===== src/rtl/note_glyph_decoder.sv =====
// Recovers the 3-bit note code from a 16x16 note glyph streamed as 8 x 32-bit beats, MSB beat first.
// Optional STRICT_FRAME_EN: also require border nibbles beat0[31:28]==F and beat7[3:0]==F.
module note_glyph_decoder #(
  parameter int BEAT_W = 32,
  parameter int BAR_W  = 24,
  parameter int CNT_W  = 16
) (
  input  logic              clk,
  input  logic              rst_n,
  input  logic              abort,
  input  logic              in_valid,
  output logic              in_ready,
  input  logic [BEAT_W-1:0] in_data,
  output logic              note_valid,
  input  logic              note_ready,
  output logic [2:0]        note,
  output logic              note_err,
  output logic [CNT_W-1:0]  glyph_cnt
);

  typedef enum logic {COLLECT, HOLD} state_t;

  state_t     state;
  logic [2:0] beat_idx;
  logic       bar_found;
  logic [2:0] bar_k;
  logic       frame_ok;
  logic       hit;
  logic       border_ok;
  logic       unused_bits;

  assign hit         = &in_data[BAR_W-1:0];
  assign unused_bits = ^in_data[BEAT_W-1:BAR_W];

`ifdef STRICT_FRAME_EN
  // Top-border check on beat 0 is combined with the bottom-border check on the final beat.
  assign border_ok = (beat_idx == 3'd0) ? (in_data[BEAT_W-1 -: 4] == 4'hF) : frame_ok;
`else
  assign border_ok = 1'b1;
`endif

  // Returns {err, note}; an unrecognised glyph reports note 3'b111.
  function automatic logic [3:0] decode(input logic found, input logic [2:0] k,
                                        input logic frame_good);
    if (found && frame_good && k <= 3'd6) return {1'b0, 3'd6 - k};
    return {1'b1, 3'b111};
  endfunction

  always_ff @(posedge clk or negedge rst_n) begin
    if (!rst_n) begin
      state      <= COLLECT;
      beat_idx   <= 3'd0;
      bar_found  <= 1'b0;
      bar_k      <= 3'd0;
      frame_ok   <= 1'b1;
      in_ready   <= 1'b1;
      note_valid <= 1'b0;
      note       <= 3'd0;
      note_err   <= 1'b0;
      glyph_cnt  <= '0;
    end else begin
      case (state)
        COLLECT: begin
          if (abort) begin
            beat_idx  <= 3'd0;
            bar_found <= 1'b0;
            frame_ok  <= 1'b1;
          end else if (in_valid) begin
            if (beat_idx == 3'd7) begin
              {note_err, note} <= decode(bar_found, bar_k,
                                         frame_ok && border_ok_last(in_data));
              state      <= HOLD;
              in_ready   <= 1'b0;
              note_valid <= 1'b1;
            end else begin
              beat_idx <= beat_idx + 3'd1;
              if (beat_idx == 3'd0) frame_ok <= border_ok;
              if (hit && !bar_found) begin
                bar_found <= 1'b1;
                bar_k     <= beat_idx;
              end
            end
          end
        end
        HOLD: begin
          if (note_ready) begin
            state      <= COLLECT;
            in_ready   <= 1'b1;
            note_valid <= 1'b0;
            beat_idx   <= 3'd0;
            bar_found  <= 1'b0;
            frame_ok   <= 1'b1;
            glyph_cnt  <= glyph_cnt + {{(CNT_W-1){1'b0}}, 1'b1};
          end
        end
        default: state <= COLLECT;
      endcase
    end
  end

  // Bottom border lives in the low nibble of the final beat.
  function automatic logic border_ok_last(input logic [BEAT_W-1:0] d);
`ifdef STRICT_FRAME_EN
    return d[3:0] == 4'hF;
`else
    return 1'b1 | d[0];
`endif
  endfunction

endmodule


===== config.mk =====
export PLATFORM = sky130hd
export DESIGN_NAME = note_glyph_decoder
export DESIGN_NICKNAME = d
export VERILOG_FILES = /design/src/rtl/note_glyph_decoder.sv
export SDC_FILE = /design/constraint.sdc
export NUM_CORES = 1
export LEC_CHECK = 0
export CAP_MARGIN = 10
export CELL_PAD_IN_SITES_DETAIL_PLACEMENT = 0
export CELL_PAD_IN_SITES_GLOBAL_PLACEMENT = 1
export CORE_ASPECT_RATIO = 1.25
export CORE_MARGIN = 1
export CORE_UTILIZATION = 33
export CTS_BUF_LIST = sky130_fd_sc_hd__clkbuf_2
export CTS_CLUSTER_SIZE = 16
export DETAILED_ROUTE_END_ITERATION = 8
export GPL_TIMING_DRIVEN = 0
export PLACE_DENSITY_LB_ADDON = 0.1
export SYNTH_ARGS = -nofsm -noshare
export SYNTH_HDL_FRONTEND = slang
export SYNTH_SLANG_ARGS = --single-unit

===== constraint.sdc =====
create_clock -name clk -period 2.3 [get_ports clk]
set_input_delay 0.23 -clock clk [delete_from_list [all_inputs] [get_ports clk]]
set_output_delay 0.23 -clock clk [all_outputs]
set_load 0.01 [all_outputs]

# Word level (Yosys, flattened, before mapping)
# Index checks and enable logic that the tools add are counted.
# W data, S select, Z words.
# word_totals
register_bits,31
word_cells,76
in_bits,37
# op_classes
bitwise_logic,3
n_reduce_logical,13
n_mux,37
add_sub_neg,3
n_lt_le_gt_ge,1
eq_ne,9
# ops
cell,n
$mux W1,25
$reduce_and A24 Y1,1
$add A16 B1 Y16 const B,1
$reduce_and A4 Y1,4
$mux W3,4
$ne A3 B3 Y1 const B,4
$pmux W1 S2,5
$mux W4,2
$ne A2 B2 Y1 const B,4
$pmux W3 S2,1
$reduce_and A5 Y1,1
$add A3 B1 Y3 const B,1
$eq A3 B3 Y1 const B,1
$le A3 B3 Y1 const B,1
$logic_and A1 B1 Y1,3
$logic_not A3 Y1,1
$not A1 Y1,3
$reduce_and A3 Y1,1
$sub A3 B3 Y3 const A,1
$reduce_and A2 Y1,1
$logic_not A1 Y1,1

# Longest topological paths before layout
# logic_depth
depth_word,8
ltp_mapped,6

# Worst setup path after synthesis
# No wires, ideal clock.
# synth_path
path_kind,register to register
start,reg beat_idx[0]
end,reg bar_k[0]
stages_incl_launch_ff,7
path_buffers,0
t_arrival_ns,1.782
setup_ns,0.125
synth_period_minus_slack_ns,1.907
t_required_ns,2.175
slack_ns,0.393
path_cell_list,dfrtp_1 -> ha_1 -> ha_1 -> nand2b_1 -> nor4_4 -> nand3b_2 -> mux2_4
# synth_via
elab_chain_len,3
# synth_rtl
element,line,text
"start, declared",24,logic [2:0] beat_idx;
"start signal, assigned",76,beat_idx <= beat_idx + 3'd1;
$eq A3 B3 Y1,69,if (beat_idx == 3'd7) begin
$not A1 Y1 (no source line),-,
$reduce_and A5 Y1 (no source line),-,
"end signal, assigned",80,bar_k <= beat_idx;
"end, declared",26,logic [2:0] bar_k;
# Parallel ways exist; a longest one is shown, timed or not.
# A chain may end at the register's enable or synchronous reset.

# Final worst setup path
# layout_path
start,reg beat_idx[0]
end,reg bar_k[2]
# layout_via
elab_chain_len,3
# layout_rtl
element,line
$eq A3 B3 Y1,69
$not A1 Y1 (no source line),-
$reduce_and A5 Y1 (no source line),-
# Every way passes these cells.

==> results.json <==
{
  "cts_root_buf": "clkbuf_2",
  "period_minus_slack_ns": 2.04,
  "yosysMostFrequentCell": "dfrtp_1",
  "fill_cells": 387,
  "ys.warnings.count": 0,
  "power.total_mw": 1.11,
  "status": "finished, final reports clean",
  "finalNetCount": 219,
  "pin_count": 59,
  "grt_usage_pct": 15.4,
  "area_growth_syn_to_layout_pct": 48.6,
  "synth_ff_type": "dfrtp_1",
  "cts_sinks": 30,
  "path_max_fanout": 4,
  "fin_crit_sh_pct": 88.6,
  "syn_area_um2": 1410,
  "cp.arrival_ns": 2.30,
  "drive_gt1_share_pct": 11.8,
  "grt_pass1_vias": 1152,
  "grt_max_degree": 19,
  "p_leak_nw": 0.950,
  "slowest_delay_ns": 0.45,
  "path_clk_slew_ns": 0.18,
  "final_hold_viol_count": 0,
  "drv_cap": 0,
  "worstMarginPinSlew_ns": 0.681,
  "first_pass_iters": 2,
  "grt_overflow": 0,
  "cp-end-kind": "flip-flop",
  "cts_tree": "yes",
  "fp.dieH_um": 75.2,
  "ant_nets": 0,
  "critical-path-slowest-cell": "dfrtp_1",
  "ir_drop_v": 0.000277,
  "slew_headroom_pct": 54.5,
  "wl_per_cell_um": 13.2,
  "drv_slew": 0,
  "vias_per_cell": 4.69,
  "finalSetupViolations": 0,
  "die-width_um": 60.5,
  "grt_first_pass_wirelength_um": 5110,
  "fmax_ghz": 0.491,
  "dp_cells": 226,
  "post-cts-setup-buffers": 0,
  "timing_worst_setup_path_type": "flip-flop to flip-flop",
  "synth_edf_count": 0,
  "drt_wl_total_um": 3080,
  "vias": 1097,
  "n_antenna_cell": 0,
  "cp.required_ns": 2.57,
  "cts_max_level": 2,
  "numCtsBuffers": 5,
  "crit_chain": "ha_1 > ha_1 > nand2b_1 > nor4_4 > nand3b_2 > mux2_4",
  "core-area_um2": 4100,
  "rsz0062_at_grt": "false",
  "powerDensity_nw_per_um2": 529,
  "ys_types": 34,
  "synth_area_leaders": "dfrtp_1, xnor2_1, ha_1, xor2_1, nand4_1",
  "avgSynthCellArea_um2": 11.9,
  "clk_latency_ns": 0.38,
  "dieArea_um2": 4550,
  "cts_resized": 0,
  "io_buffers": 50,
  "antenna_found_initial": 0,
  "gp_congestion": 0.708,
  "rows": 26,
  "synthArstFlopShare_pct": 100,
  "hp-class": "input pin to asynchronous set/reset pin",
  "synth_top_cell_by_area": "dfrtp_1",
  "drt_iter0_markers": 28,
  "critical_path_buf_inv_count": 0,
  "skew_ns": 0.0235,
  "synth-seq-area-share_pct": 53.2,
  "critPathMostFrequentCell": "ha_1",
  "hold_ws_ns": 0.232,
  "finalSetupTns_ns": 0,
  "syn_inst": 119,
  "fin_cells": 234,
  "yosysTopAreaCellShare_pct": 51.4,
  "cts.path.max_buffers": 2,
  "place_hpwl_um": 2400,
  "crit_family": "simple AND/OR/NAND/NOR gates",
  "ctsHoldBuffers": 0,
  "ys_seq_elements": 30,
  "drc": 0,
  "critPathLaunchType": "flip-flop",
  "start_util_pct": 34.5,
  "synth_common_cells": "dfrtp_1, xnor2_1, nand4_1, nand2_1",
  "synth_nets": 161
}
cell families (layout without fill, tap and decap cells):
logic type / Yosys count / in the layout / share of synthesized area (%)
xor gates and xnor gates: 17 / 17 / 10.5
DFF: 30 / 30 / 53.2
AOI/OAI and AO/OA: 11 / 11 / 5.58
and+or+nand+nor: 45 / 45 / 19.5
muxes: 6 / 6 / 5.40
adders and majority gates: 5 / 5 / 4.43
buffers and inverters: 5 / 64 / 1.33
placed cells by master, fill, tap and decap left out, types with 2 or more instances in the layout:
cell type        netlist  layout
mux2_4                 3       3
mux2i_1                2       2
o22a_1                 2       2
ha_1                   5       5
nand2_1                8       8
clkbuf_2               0       5
nor4_1                 2       2
nand3_1                6       6
nand4_1                9       9
nand2b_1               2       2
clkdlybuf4s50_1        0      50
xnor2_1               10      10
bufinv_16              0       2
xor2_1                 7       7
o21ai_0                3       3
dfrtp_1               29      29
inv_1                  5       5
nor2_1                 7       7
final timing paths:
| kind | start | endpoint | slack (ns) | cells past startpoint |
|---|---|---|---|---|
| max in group asynchronous | rst_n | state | 1.53 | 2 |
| hold reg to reg | glyph_cnt[15] | glyph_cnt[15] | 0.48 | 1 |
| hold / removal | rst_n | glyph_cnt[10] | 0.23 | 1 |
| setup reg to reg | beat_idx[0] | bar_k[2] | 0.26 | 6 |
| setup / recovery | beat_idx[0] | bar_k[2] | 0.26 | 6 |
| min in group clk | glyph_cnt[15] | glyph_cnt[15] | 0.48 | 1 |
report_power, final:
group	total [mW]	switching, mW	internal [mW]
Sequential	0.538	0.00511	0.533
Combinational	0.0868	0.0293	0.0575
Clock	0.486	0.196	0.290
Total	1.11	0.231	0.880
flip-flops by register name, indices dropped and copies added (netlist names):
name,flops
in_ready,1
note,3
bar_k,3
beat_idx,3
glyph_cnt,16
bar_found,1
note_valid,1
state,1
note_err,1
metal layers:
layer | part of all wire (%) | global-route usage (%)
met1 | 45 | 17.8
met2 | 48 | 26.6
met3 | 4.3 | 3.44
met4 | 2.0 | 7.58
met5 | 0 | 0
per-stage QoR:
stage	setup slack [ns]	util [%]	cell area, um2
floorplan	0.393	-	1410
global placement	0.273	48.4	1980
detailed placement	0.242	49.1	2010
CTS	0.245	51.2	2100
global route	0.170	51.2	2100
finish	0.263	51.2	2100
area by class of cell:
type	instances	area, um2	area share, %
sequential	30	752	35.8
clock inverter	3	63.8	3.04
timing repair buffer	51	528	25.1
multi-input combinational	84	642	30.6
tap	56	70.1	3.34
clock buffer	5	25.0	1.19
inverter	5	18.8	0.894
(Power assumes the default switching activity.)
==> edit 1, RTL diff (config.mk and constraints unchanged) <==
Make the reset (`rst_n`) synchronous in one clocked block.
--- a/src/rtl/note_glyph_decoder.sv
+++ b/src/rtl/note_glyph_decoder.sv
@@ -46,7 +46,7 @@
     return {1'b1, 3'b111};
   endfunction
 
-  always_ff @(posedge clk or negedge rst_n) begin
+  always_ff @(posedge clk) begin
     if (!rst_n) begin
       state      <= COLLECT;
       beat_idx   <= 3'd0;
Behaviour: differs if rst_n is asserted again (counterexample within 10 cycles, from zero or initial values and one cycle with rst_n low); with rst_n held inactive, the same outputs for 10 cycles.
==> edit 1 against the original RTL <==
- design area shrank 2.7%
- routed wire length grew 12%
- worst hold slack improved by 0.25 ns
- total power shrank 12%
- sequential cell count did not move
- cell count increased by 19%
- synthesized area shrank 0.44%
- critical path depth unchanged
- utilization is 1.4 points lower
- fmax decreased by 4.2%
- via count grew 28%
- worst setup slack got worse by 0.090 ns
==> edit 1: results (changes against the original RTL) <==
[layout]
largest_reg_flops=16  ; unchanged
nNetsFinal=264  ; was 219
final_layout_size_suffix_gt1_share_pct=6.28  ; was 11.8%
fillCellCount=429  ; was 387
register_containing_the_most_flip_flops_in_the_final_layout=glyph_cnt  ; unchanged
antenna-diode-count=0  ; unchanged

[logic_synthesis]
synth_fp_nets=207  ; was 161
asyncSetResetFlopFracSynth_pct=0  ; was 100%
synthesis.yosys.warnings=0  ; unchanged
yosys-top-cells-count=dfxtp_1 (30), nor2_1 (17), a21oi_1 (16), nand4_1 (13), inv_1 (10)  ; was dfrtp_1 (29), xnor2_1 (10), nand4_1 (9), nand2_1 (8)
synth_cell_types=36  ; was 34
synth-seq-area-share_pct=42.7  ; was 53.2%
ys_top_cells_by_area=dfxtp_1 (43%), nand4_1 (5.8%), a21oi_1 (5.7%)  ; was dfrtp_1 (51%), xnor2_1 (6.2%), ha_1 (4.4%)

[grt]
grt_antenna_before_repair=0  ; unchanged
first_global_vias=1246  ; was 1152
grt_util_all_layers_pct=17.3  ; was 15.4%
grt_first_pass_wirelength_um=5640  ; was 5110 um
maximum_number_of_pins_on_one_net_before_global_route_repair=11  ; was 19

[sta]
report.final.setup_viol=0  ; unchanged
fin_skew_ns=0.0214  ; was 0.0235 ns
worst_slew_pin_slew_ns=0.626  ; was 0.681 ns

[placement]
dp_hpwl_um=2690  ; was 2400 um
gpl.final_weighted_congestion=0.814  ; was 0.708
port-buffer-count=50  ; unchanged

[detailed_routing]
dr.first_iter.drc_count=54  ; was 28
remaining_drc_errors=0  ; unchanged
drt_pre_antenna_iters=4  ; was 2
total_via_count_in_the_routed_design=1400  ; was 1097
routed_wire_length_um=3430  ; was 3080 um

[worst_setup_path]
count_of_cells_along_the_worst_register_to_register_path=6  ; unchanged
regToRegStartpoint=beat_idx[0]  ; unchanged
worst_r2r_endpoint=bar_k[0]  ; was bar_k[2]
crit_arrival_ns=2.37  ; was 2.30 ns
worstPathMaxFanout=4  ; unchanged
timing.reg2reg.setup_slack_ns=0.17  ; was 0.26 ns

[power_and_ir_drop]
cellLeakagePower_nw=0.759  ; was 0.950 nW
worst_ir_drop_vdd_mv=0.262  ; was 0.277 mV

[worst_hold_path]
launch_instance_of_the_worst_min_delay_path=in_ready
min-delay-path-class=reg2reg  ; was in2async
count_of_cells_along_the_worst_hold_path=2
whs_endpoint=in_ready

[cts]
cts_resized=0  ; unchanged
clock_tree.htree_level_count=2  ; unchanged
post-cts-setup-buffers=0  ; unchanged
clk_root_buf=clkbuf_2  ; unchanged
max-clock-path-buffers=2  ; unchanged
cts.reportedPaths.clkPinSlew_ns=0.18  ; about the same
clock_insertion_delay_worst_skew_ns=0.37
cts_inserted_buffers=5  ; unchanged

[outcome]
run_status=complete, no violations  ; unchanged

edit 1: cell count changes after synthesis, sizes merged, moves of 4 or more:
cell / before / now
o21ai: 3 / 9
dfrtp: 29 / 0
nor2: 8 / 17
mux2: 4 / 0
inv: 5 / 10
dfxtp: 0 / 30
a21oi: 0 / 16
nand4: 9 / 13
and3: 0 / 4
xnor2: 10 / 3
edit 1: critical path, cell delays in order, from the launching register on:
cell and delay, ns:
dfxtp_1 0.38, ha_1 0.21, ha_1 0.20, or4b_4 0.53, or4_4 0.44, o21ai_1 0.16, a21oi_1 0.08
edit 1: worst max-delay path by stage:
| stage | start | endpoint | slack (ns) | cells past startpoint |
|---|---|---|---|---|
| after CTS | beat_idx[0] | bar_k[0] | 0.17 | 6 |
| after floorplan | beat_idx[0] | bar_k[0] | 0.36 | 6 |
| final | beat_idx[0] | bar_k[0] | 0.17 | 6 |
| after global placement | beat_idx[0] | bar_k[1] | 0.26 | 6 |
| after detailed placement | beat_idx[0] | bar_k[0] | 0.22 | 6 |
| after global routing | beat_idx[0] | bar_k[0] | 0.03 | 6 |
edit 1: logic make-up after synthesis:
kind of cell | count (synthesis) | synth area share, %
AO/OA/AOI/OAI | 33 | 13.7
XOR/XNOR | 10 | 6.23
adder cells (fa/ha/maj) | 5 | 4.45
buffers and inverters | 14 | 4.27
flip-flops | 30 | 42.7
multiplexers | 1 | 0.712
AND/OR/NAND/NOR | 72 | 27.9
edit 1: power breakdown:
part | internal, mW | switching [mW]
combinational | 0.0492 | 0.0256
clock | 0.181 | 0.197
sequential | 0.522 | 0.00203
total | 0.752 | 0.225
edit 1: metal layers:
metal | share of wire [%] | global-route usage (%) | vias to the layer above
met5 | 0 | 0 | -
met3 | 5.2 | 5.84 | 5
met1 | 41 | 18.8 | 640
met4 | 1.6 | 6.98 | 0
met2 | 52 | 30.5 | 47
li1 | - | - | 708
edit 1: area by class of cell:
| class | instances | area (um^2) | area share, % |
|---|---|---|---|
| multi-input combinational | 121 | 746 | 36.5 |
| sequential | 30 | 601 | 29.4 |
| timing repair buffer | 50 | 500 | 24.5 |
| tap | 56 | 70.1 | 3.43 |
| clock inverter | 3 | 40.0 | 1.96 |
| inverter | 10 | 37.5 | 1.84 |
| clock buffer | 5 | 25.0 | 1.23 |
| buffer | 4 | 22.5 | 1.10 |
edit 1: through the flow:
stage                     utilization [%]  hold WS [ns]  instance area [um^2]  setup WS [ns]  instances
after floorplan                         -         0.339                  1410          0.363        165
after global placement               48.2         0.455                  1980          0.264        271
after detailed placement             48.2         0.465                  1980          0.221        271
after CTS                            49.8         0.492                  2040          0.167        279
after global routing                 49.8         0.502                  2040         0.0321        279
final                                49.8         0.482                  2040          0.173        279
==> edit 2, RTL diff (config.mk and constraints unchanged) <==
Made on the original files. Change the parameter `CNT_W` from 16 to 12.
--- a/src/rtl/note_glyph_decoder.sv
+++ b/src/rtl/note_glyph_decoder.sv
@@ -3,7 +3,7 @@
 module note_glyph_decoder #(
   parameter int BEAT_W = 32,
   parameter int BAR_W  = 24,
-  parameter int CNT_W  = 16
+  parameter int CNT_W  = 12
 ) (
   input  logic              clk,
   input  logic              rst_n,
Interface: changed (resized glyph_cnt); port bits go from 59 to 55. The function was not compared with the original's and may differ.
==> edit 2 against the original RTL <==
- the run now ends with design-rule violations left
- fmax decreased by 0.16%
- clock skew is 0.021 ns lower
- routed wire length shrank 9.8%
- sequential cell count is 4 lower
- design area fell by 13%
- synthesized area shrank 11%
- worst setup slack lost 0.0032 ns
- total power shrank 24%
- largest power group unchanged
==> edit 2: results (changes against the original RTL) <==
[detailed_routing]
drt_pre_antenna_iters=6  ; was 2
wl_met3_um=194  ; was 132 um
routed_wire_length_per_instance_um=14.2  ; was 13.2 um
remaining_drc_errors=6  ; was 0
via_per_inst=5.10  ; was 4.69
dr_wl_met2_um=1500  ; was 1480 um

[logic_synthesis]
synth_fa_ha_area_share_pct=4.97  ; was 4.43%
synth_fp_nets=148  ; was 161
ys_top_cells_by_area=dfrtp_1 (50%), xnor2_1 (6.3%), ha_1 (5.0%)  ; was dfrtp_1 (51%), xnor2_1 (6.2%), ha_1 (4.4%)
synth-seq-area-share_pct=51.8  ; was 53.2%
yosys-top-cells-count=dfrtp_1 (25), nand2_1 (10), nand4_1 (9), xnor2_1 (9), ha_1 (5)  ; was dfrtp_1 (29), xnor2_1 (10), nand4_1 (9), nand2_1 (8)
post_synth_mux_area_share_pct=5.17  ; was 5.40%
synth_compound_gate_area_share_pct=5.96  ; was 5.58%
synth_xor_area_share_pct=9.05  ; was 10.5%
synth.avg_cell_area_um2=11.9  ; about the same
asyncSetResetFlopFracSynth_pct=100  ; unchanged

[sta]
final.hold.worst_slack_ns=0.119  ; was 0.232 ns
worst_slew_pin_slew_ns=0.471  ; was 0.681 ns
fin_skew_ns=0.00243  ; was 0.0235 ns
min_period_ns=2.04  ; about the same

[worst_setup_path]
timing.critical_path.slowest_cell_delay_ns=0.49  ; was 0.45 ns
worst_r2r_endpoint=bar_k[1]  ; was bar_k[2]
timing.reg2reg.setup_slack_ns=0.26
cpLargestDelayFamily=simple AND/OR/NAND/NOR gates  ; unchanged

[placement]
gpl.final_weighted_congestion=0.764  ; was 0.708
placed_cells_incl_taps=191  ; was 226
placedInstanceArea_um2=1770  ; was 2010 um^2
dp_hpwl_um=2200  ; was 2400 um
port-buffer-count=46  ; was 50

[outcome]
run_status=finished, violations left  ; was complete, no violations
violated_checks=design-rule violations

[layout]
final_layout_size_suffix_gt1_share_pct=12.1  ; was 11.8%
largest_reg_flops=12  ; was 16
instances_no_fill=196  ; was 234

[grt]
first_global_vias=1070  ; was 1152
grt_util_all_layers_pct=15.0  ; was 15.4%
met3_usage_pct=2.19  ; was 3.44%
grt.met2_usage_pct=28.9  ; was 26.6%
grt_first_pass_wirelength_um=4770  ; was 5110 um
maximum_number_of_pins_on_one_net_before_global_route_repair=27  ; was 19

[power_and_ir_drop]
worst_ir_drop_vdd_mv=0.301  ; was 0.277 mV
power.switching_fraction_pct=20.4  ; was 20.8%
cellLeakagePower_nw=0.843  ; was 0.950 nW

[cts]
clock_tree.htree_level_count=1  ; was 2
clock_insertion_delay_worst_skew_ns=0.34  ; was 0.38 ns
cts.reportedPaths.clkPinSlew_ns=0.24  ; was 0.18 ns

edit 2: cell count changes after synthesis, sizes merged, moves of 2 or more:
cell,unedited run,this run
and3,0,2
buf,0,2
dfrtp,29,25
inv,5,2
nand3,6,4
nor2,8,4
xor2,7,4
edit 2: area by class of cell:
type,instances,area [um^2]
repair buffers,47,475
inverters,2,7.51
flip-flops and latches,26,652
clock inverters,1,30.0
multi-input cells,76,583
fillers,340,1750
clock buffers,3,15.0
well taps,39,48.8
plain buffers,2,16.3
edit 2: power groups by stage:
| stage | sequential (mW) | clock, mW | combinational (mW) |
|---|---|---|---|
| CTS | 0.470 | 0.293 | 0.0841 |
| global placement | 0.477 | 0 | 0.0810 |
| detailed placement | 0.477 | 0 | 0.0836 |
| finish | 0.469 | 0.285 | 0.0852 |
| global route | 0.470 | 0.306 | 0.0923 |
| floorplan | 0.476 | 0 | 0.0169 |
